### src/rtl/i2c_resp_pkg.sv
// Shared types and bus constants for the I2C target responder.
package i2c_resp_pkg;

    typedef enum logic [3:0] {
        ST_IDLE,
        ST_ADDR,
        ST_ADDR_ACK,
        ST_PTR,
        ST_PTR_ACK,
        ST_WDATA,
        ST_WDATA_ACK,
        ST_RDATA,
        ST_RACK_CHK,
        ST_IGNORE
    } i2c_resp_state_t;

    localparam logic I2C_ACK   = 1'b0;
    localparam logic I2C_NACK  = 1'b1;
    localparam logic I2C_WRITE = 1'b0;
    localparam logic I2C_READ  = 1'b1;

endpackage

### src/rtl/i2c_bus_cond_detect.sv
// Synchronises and filters raw SCL/SDA, then produces one-cycle pulses for
// SCL edges and START/STOP conditions seen on the filtered levels.
module i2c_bus_cond_detect #(
    parameter int FILTER_LEN = 3
) (
    input  logic clk,
    input  logic rst,
    input  logic scl,
    input  logic sda,
    output logic sda_level,
    output logic scl_rise,
    output logic scl_fall,
    output logic start,
    output logic stop
);

    localparam int CW = $clog2(FILTER_LEN + 1);

    logic [1:0]    scl_sync, sda_sync;
    logic          scl_flt, sda_flt, scl_prev, sda_prev;
    logic [CW-1:0] scl_cnt, sda_cnt;

    // Two-flop synchronisers; idle bus level is high.
    always_ff @(posedge clk or posedge rst) begin
        if (rst) begin
            scl_sync <= 2'b11;
            sda_sync <= 2'b11;
        end else begin
            scl_sync <= {scl_sync[0], scl};
            sda_sync <= {sda_sync[0], sda};
        end
    end

    // Run filter: the filtered level only follows after FILTER_LEN consecutive differing samples.
    always_ff @(posedge clk or posedge rst) begin
        if (rst) begin
            scl_flt <= 1'b1;
            sda_flt <= 1'b1;
            scl_cnt <= '0;
            sda_cnt <= '0;
        end else begin
            if (scl_sync[1] == scl_flt) begin
                scl_cnt <= '0;
            end else if (scl_cnt == CW'(FILTER_LEN - 1)) begin
                scl_flt <= scl_sync[1];
                scl_cnt <= '0;
            end else begin
                scl_cnt <= scl_cnt + CW'(1);
            end
            if (sda_sync[1] == sda_flt) begin
                sda_cnt <= '0;
            end else if (sda_cnt == CW'(FILTER_LEN - 1)) begin
                sda_flt <= sda_sync[1];
                sda_cnt <= '0;
            end else begin
                sda_cnt <= sda_cnt + CW'(1);
            end
        end
    end

    // Previous filtered levels for edge and condition detection.
    always_ff @(posedge clk or posedge rst) begin
        if (rst) begin
            scl_prev <= 1'b1;
            sda_prev <= 1'b1;
        end else begin
            scl_prev <= scl_flt;
            sda_prev <= sda_flt;
        end
    end

    assign sda_level = sda_flt;
    assign scl_rise  = scl_flt & ~scl_prev;
    assign scl_fall  = ~scl_flt & scl_prev;
    // SDA may only move while SCL is low, so any SDA edge with SCL steadily high is a condition.
    assign start     = scl_flt & scl_prev & sda_prev & ~sda_flt;
    assign stop      = scl_flt & scl_prev & ~sda_prev & sda_flt;

endmodule

### src/rtl/i2c_slave_responder.sv
// I2C target with a small byte register file: first written byte sets the
// pointer, later bytes are stored at it; reads stream from the pointer.
// Both directions auto-increment the pointer with wrap-around.
module i2c_slave_responder
    import i2c_resp_pkg::*;
#(
    parameter logic [6:0] SLAVE_ADDR = 7'h22,
    parameter int         MEM_AW     = 4,
    parameter int         FILTER_LEN = 3
) (
    input  logic              clk_i,
    input  logic              rst_i,
    input  logic              scl_i,
    input  logic              sda_i,
    output logic              sda_o,
    input  logic              host_we_i,
    input  logic [MEM_AW-1:0] host_addr_i,
    input  logic [7:0]        host_wdata_i,
    output logic              wr_strobe_o,
    output logic [MEM_AW-1:0] wr_addr_o,
    output logic [7:0]        wr_data_o,
    output logic              busy_o,
    output logic              nack_o,
    output i2c_resp_state_t   state_o
);

    localparam int MEM_SIZE = 1 << MEM_AW;

    logic              sda_level, scl_rise, scl_fall, bus_start, bus_stop;
    i2c_resp_state_t   state;
    logic [3:0]        bit_cnt;
    logic [7:0]        shreg;
    logic [7:0]        rx_byte;
    logic [MEM_AW-1:0] ptr, ptr_nxt;
    logic              rw;
    logic [7:0]        mem [MEM_SIZE];

    i2c_bus_cond_detect #(.FILTER_LEN(FILTER_LEN)) u_cond (
        .clk       (clk_i),
        .rst       (rst_i),
        .scl       (scl_i),
        .sda       (sda_i),
        .sda_level (sda_level),
        .scl_rise  (scl_rise),
        .scl_fall  (scl_fall),
        .start     (bus_start),
        .stop      (bus_stop)
    );

    assign rx_byte = {shreg[6:0], sda_level};
    assign ptr_nxt = ptr + MEM_AW'(1);
    assign state_o = state;

    // Protocol FSM plus register file; the I2C write is placed after the host write so it wins a collision.
    // In the ACK states sda_o itself marks the phase: released = ACK not yet driven.
    always_ff @(posedge clk_i or posedge rst_i) begin
        if (rst_i) begin
            state       <= ST_IDLE;
            bit_cnt     <= '0;
            shreg       <= '0;
            ptr         <= '0;
            rw          <= I2C_WRITE;
            sda_o       <= 1'b1;
            busy_o      <= 1'b0;
            nack_o      <= 1'b0;
            wr_strobe_o <= 1'b0;
            wr_addr_o   <= '0;
            wr_data_o   <= '0;
            for (int i = 0; i < MEM_SIZE; i++) mem[i] <= '0;
        end else begin
            wr_strobe_o <= 1'b0;
            nack_o      <= 1'b0;
            if (host_we_i) mem[host_addr_i] <= host_wdata_i;
            if (bus_start) begin
                state   <= ST_ADDR;
                bit_cnt <= '0;
                sda_o   <= 1'b1;
            end else if (bus_stop) begin
                state  <= ST_IDLE;
                busy_o <= 1'b0;
                sda_o  <= 1'b1;
            end else begin
                case (state)
                    ST_ADDR: if (scl_rise) begin
                        shreg <= rx_byte;
                        if (bit_cnt == 4'd7) begin
                            bit_cnt <= '0;
                            if (rx_byte[7:1] == SLAVE_ADDR) begin
                                state  <= ST_ADDR_ACK;
                                busy_o <= 1'b1;
                                rw     <= rx_byte[0];
                            end else begin
                                state <= ST_IGNORE;
                            end
                        end else begin
                            bit_cnt <= bit_cnt + 4'd1;
                        end
                    end
                    ST_ADDR_ACK: if (scl_fall) begin
                        if (sda_o) begin
                            sda_o <= I2C_ACK;
                        end else if (rw == I2C_READ) begin
                            shreg   <= mem[ptr];
                            sda_o   <= mem[ptr][7];
                            bit_cnt <= '0;
                            state   <= ST_RDATA;
                        end else begin
                            sda_o   <= 1'b1;
                            bit_cnt <= '0;
                            state   <= ST_PTR;
                        end
                    end
                    ST_PTR, ST_WDATA: if (scl_rise) begin
                        shreg <= rx_byte;
                        if (bit_cnt == 4'd7) begin
                            bit_cnt <= '0;
                            if (state == ST_PTR) begin
                                ptr   <= rx_byte[MEM_AW-1:0];
                                state <= ST_PTR_ACK;
                            end else begin
                                state <= ST_WDATA_ACK;
                            end
                        end else begin
                            bit_cnt <= bit_cnt + 4'd1;
                        end
                    end
                    ST_PTR_ACK: if (scl_fall) begin
                        if (sda_o) begin
                            sda_o <= I2C_ACK;
                        end else begin
                            sda_o <= 1'b1;
                            state <= ST_WDATA;
                        end
                    end
                    ST_WDATA_ACK: if (scl_fall) begin
                        if (sda_o) begin
                            sda_o       <= I2C_ACK;
                            mem[ptr]    <= shreg;
                            wr_strobe_o <= 1'b1;
                            wr_addr_o   <= ptr;
                            wr_data_o   <= shreg;
                            ptr         <= ptr_nxt;
                        end else begin
                            sda_o <= 1'b1;
                            state <= ST_WDATA;
                        end
                    end
                    ST_RDATA: begin
                        if (scl_rise && bit_cnt != 4'd8) bit_cnt <= bit_cnt + 4'd1;
                        if (scl_fall) begin
                            if (bit_cnt == 4'd8) begin
                                sda_o <= 1'b1;
                                state <= ST_RACK_CHK;
                            end else if (bit_cnt == 4'd0) begin
                                sda_o <= shreg[7];
                            end else begin
                                sda_o <= shreg[6];
                                shreg <= {shreg[6:0], 1'b0};
                            end
                        end
                    end
                    ST_RACK_CHK: if (scl_rise) begin
                        if (sda_level == I2C_ACK) begin
                            ptr     <= ptr_nxt;
                            shreg   <= mem[ptr_nxt];
                            bit_cnt <= '0;
                            state   <= ST_RDATA;
                        end else begin
                            nack_o <= 1'b1;
                            state  <= ST_IGNORE;
                        end
                    end
                    ST_IGNORE: sda_o <= 1'b1;
                    default: ;
                endcase
            end
        end
    end

endmodule
### config.mk
export PLATFORM = sky130hd
export DESIGN_NAME = i2c_slave_responder
export DESIGN_NICKNAME = d
export VERILOG_FILES = /design/src/rtl/i2c_resp_pkg.sv /design/src/rtl/i2c_bus_cond_detect.sv /design/src/rtl/i2c_slave_responder.sv
export SDC_FILE = /design/constraint.sdc
export NUM_CORES = 1
export LEC_CHECK = 0
export ABC_AREA = 1
export CORE_ASPECT_RATIO = 2
export CORE_MARGIN = 4
export CORE_UTILIZATION = 45
export CTS_CLUSTER_DIAMETER = 30
export CTS_CLUSTER_SIZE = 30
export DETAILED_ROUTE_END_ITERATION = 6
export PLACE_DENSITY = 0.62
export SLEW_MARGIN = 20
export SYNTH_ARGS = -nofsm -noshare
export SYNTH_HDL_FRONTEND = slang
export SYNTH_SLANG_ARGS = --single-unit
### constraint.sdc
create_clock -name clk_i -period 5.8 [get_ports clk_i]
set_input_delay 1.16 -clock clk_i [delete_from_list [all_inputs] [get_ports clk_i]]
set_output_delay 1.16 -clock clk_i [all_outputs]
set_load 0.03 [all_outputs]
==> PnR_summary.wiki <==
{| class="wikitable"
! Metric !! Value
|-
| Critical-path cell list || clkinv_2 > ha_1 > buf_4 > clkinv_1 > a21oi_1 > o21ai_0 > nand3_1 > nand3_1 > nand2_1 > nand2_1 > nand3_1 > nand2_1 > inv_1
|-
| Grt peak-use layer || met2
|-
| Number of port buffers || 36
|-
| Count of cell types in the netlist || 41
|-
| Number of DRC violations after detailed-routing iteration 0 || 1,012
|-
| Hold buffer count at cts || 0
|-
| Global-route usage over all layers || 27.65%
|-
| P_sw || 3.320 mW
|-
| Power density over the cells || 531.6 nW/µm²
|-
| Worst slew slack as a fraction of its limit || 29.71%
|-
| Total number of placement rows || 82
|-
| Most frequent cell after synthesis || nand2_1
|-
| Number of instances in the synthesized netlist || 1,637
|-
| Average via count per standard cell || 5.664
|-
| Met1 capacity usage during global routing || 31.09%
|-
| Hold path startpoint || u_cond.sda_sync[0]$_DFF_PP1_
|-
| Sequential share of power || 28.5%
|-
| Worst hold path cell count || 0
|-
| P_int || 3.364 mW
|-
| Reg-to-Reg Start || ptr[0]$_DFFE_PP0P_
|-
| Die span in x || 121.2 µm
|-
| Max frequency || 0.2336 GHz
|-
| Clk Latency, worst-skew pair || 0.46 ns
|-
| Hold worst-path end || u_cond.sda_sync[1]$_DFF_PP1_
|-
| Setup slack after placement || 1.602 ns
|-
| Flops & latches, synth || 177
|-
| Sw frac || 49.67%
|-
| Net Count, Synth || 1,660
|-
| Pin count of the biggest net entering global routing || 137
|-
| Cell total after placement || 1,920
|-
| Count of cells resized by post-cts repair || 0
|-
| Leakage dissipation || 6.064 nW
|-
| Arrival time at the worst endpoint || 4.69 ns
|-
| Clk Tree Root Cell || clkbuf_16
|-
| Overall power || 6.684 mW
|-
| Area of the mapped netlist || 11,530 µm²
|-
| Number of antenna cells inserted || 0
|-
| I/O pin count || 37
|-
| Number of cell instances on the worst register-to-register path || 13
|-
| Warnings from Yosys || 0
|-
| Async set-reset flop share out of synthesis || 100.0%
|-
| Met2 capacity usage during global routing || 47.21%
|-
| Total of max-cap violations || 0
|-
| Clock transition at the registers of the reported paths || 0.07 ns
|-
| Vertical extent of the die || 234.4 µm
|-
| CTS Sinks || 177
|-
| Most used flip-flop cell after synthesis || dfrtp_1
|-
| Part of the total power dissipated in combinational logic || 53.1%
|-
| Count of vias placed by the detailed router || 11,057
|-
| Cell class contributing the biggest share of worst-path delay || buffers and inverters
|-
| Number of remaining DRC errors || 0
|-
| Average size of a mapped cell || 7.046 µm²
|-
| Initial cell density of the core || 45.88%
|-
| Nature of the critical path endpoint || register
|-
| Top cell type by total area after synthesis || dfrtp_1
|-
| Number of H-tree branching levels || 4
|-
| Leading cell types by total area after synthesis || dfrtp_1 36%, nand2_1 15%, o21ai_0 14%
|-
| Final setup violating endpoints || 0
|-
| Number of fillers in the final layout || 2,543
|-
| Min Clock Period, post-route || 4.282 ns
|-
| Clock tree from TritonCTS || yes
|-
| M3 GR Usage || 4.152%
|-
| Post-Route Setup TNS || 0 ns
|-
| Crit path required time || 6.21 ns
|-
| Number of global-route vias before repair || 10,402
|-
| Final number of hold-violating endpoints || 0
|-
| WP buf/inv || 4
|-
| Number of antenna violations at the first check in global routing || 0
|-
| Number of flops mapped to enable cells by yosys || 0
|-
| Commonest cells in the netlist || 472 x nand2_1, 334 x o21ai_0, 168 x dfrtp_1
|-
| Area of the core region || 25,140 µm²
|-
| First drt pass iteration count || 6
|-
| Largest fanout of any net on the critical path || 66
|-
| Fraction of the yosys area taken by sequential cells || 38.50%
|-
| Nets@finish || 1,626
|-
| Final worst-path cycle share || 73.82%
|-
| Crit path launch type || register
|-
| Max-slew violations || 0
|-
| IR drop worst, VDD || 0.0003478 V
|-
| Worst R2R End || shreg[6]$_DFFE_PP0P_
|-
| Cts bufs inserted || 17
|-
| Non-Filler Instances || 1,952
|-
| Slew at the pin closest to its max-slew limit || 1.050 ns
|-
| Setup repair after global routing missed its margin || false
|-
| Share of post-route cells with drive strength above 1 || 9.158%
|-
| Gr ovfl total || 0
|-
| Clk network pwr share || 18.4%
|-
| Slack of the critical path || 1.518 ns
|-
| Total detailed-routing wirelength || 38.23 mm
|-
| Post-DRT Antenna Nets || 0
|-
| Crit path max-delay cell type || clkinv_2
|-
| Worst-case clock skew || 0.01502 ns
|-
| Post-CTS setup buffer count || 0
|-
| Yosys top cell area share || 36.45%
|-
| Post-detailed-route wirelength per cell || 19.58 µm
|-
| Die area || 28,410 µm²
|-
| HPWL after detailed placement || 26.77 mm
|-
| Delay contributed by the slowest stage of the critical path || 0.74 ns
|-
| Class of the tightest hold or removal check || register to register
|-
| Register-to-register setup slack || 1.52 ns
|-
| Result of the run || finished clean
|-
| Area growth from synthesis to layout || 9.026%
|-
| Global placer's final weighted congestion || 0.9694
|-
| Global-route wire length before repair || 59.53 mm
|-
| Crit path kind || register to register
|-
| Maximum number of buffers from clock root to sink || 2
|-
| Hold Worst Slack || 0.3575 ns
|}
## metal layers
metal,up-vias,routed length (µm)
li1,5367,-
met1,5119,14390
met2,439,18940
met3,132,1897
met4,0,2997
met5,-,0
## through the flow
step | utilization [%] | instance area, µm²
CTS | 50.02 | 12570
finish | 50.02 | 12570
global placement | 47.59 | 11960
global route | 50.02 | 12570
detailed placement | 47.59 | 11960
floorplan | - | 11540
## cells in the final DEF (no fill, tap or decap), types with 5 or more instances in the layout
cell / instances
o21ai_1: 27
inv_1: 119
clkdlybuf4s50_1: 36
nand4_1: 11
clkbuf_16: 17
nand2_1: 472
dfstp_2: 9
a21oi_1: 85
nand4_4: 7
nor2_8: 6
dfrtp_1: 166
nor3_1: 10
clkinvlp_4: 5
o21ai_2: 45
buf_4: 13
nand3_2: 5
o211ai_1: 25
o21ai_0: 334
nand3_1: 68
ha_1: 6
nand2_4: 6
nor2_1: 92
inv_2: 5
## kinds of logic (layout without fill, tap and decap cells)
group	Yosys count	count (layout)	share of synthesized area, %
AND/OR/NAND/NOR	694	694	27.14
AO/OA/AOI/OAI	521	521	24.72
buffers and inverters	234	213	8.538
flip-flops	177	177	38.50
adder cells (fa/ha/maj)	6	6	0.6509
XOR/XNOR	5	5	0.4449
## cell type report
type | instances | area, µm² | share of cell area, %
Tap cell | 336 | 420.4 | 3.343
Inverter | 131 | 509.2 | 4.050
Sequential cell | 177 | 4446 | 35.35
Clock inverter | 10 | 148.9 | 1.184
Multi-Input combinational cell | 1226 | 6108 | 48.58
Clock buffer | 22 | 464.2 | 3.692
Timing Repair Buffer | 50 | 478.0 | 3.801
## how the worst max path moves through the flow
stage,startpoint,cells past startpoint,slack (ns),endpoint
6_report,ptr[0]$_DFFE_PP0P_,13,1.52,shreg[6]$_DFFE_PP0P_
3_3_place_gp,ptr[0]$_DFFE_PP0P_,13,1.66,shreg[7]$_DFFE_PP0P_
5_1_grt,ptr[0]$_DFFE_PP0P_,13,1.07,shreg[0]$_DFFE_PP0P_
4_1_cts,ptr[0]$_DFFE_PP0P_,13,1.57,shreg[6]$_DFFE_PP0P_
3_5_place_dp,ptr[0]$_DFFE_PP0P_,13,1.60,shreg[6]$_DFFE_PP0P_
2_1_floorplan,rst_i,1,2.38,bit_cnt[0]$_DFFE_PP0P_
## state kept, by name (all words and copies together) (netlist names), 2 cells and up
| register | count |
|---|---|
| wr_addr_o | 4 |
| u_cond.sda_cnt | 2 |
| bit_cnt | 4 |
| mem | 128 |
| ptr | 4 |
| u_cond.scl_cnt | 2 |
| wr_data_o | 8 |
| u_cond.sda_sync | 2 |
| state_o | 4 |
| shreg | 8 |
| u_cond.scl_sync | 2 |
## power groups by stage
stage	Sequential [mW]	Combinational, mW	Clock [mW]
finish	1.90	3.55	1.23
global route	1.95	3.98	1.30
CTS	1.90	3.52	1.26
detailed placement	1.92	3.50	0
global placement	1.91	3.47	0
floorplan	1.81	2.63	0
Note: power is estimated with default switching activity, not from simulation.
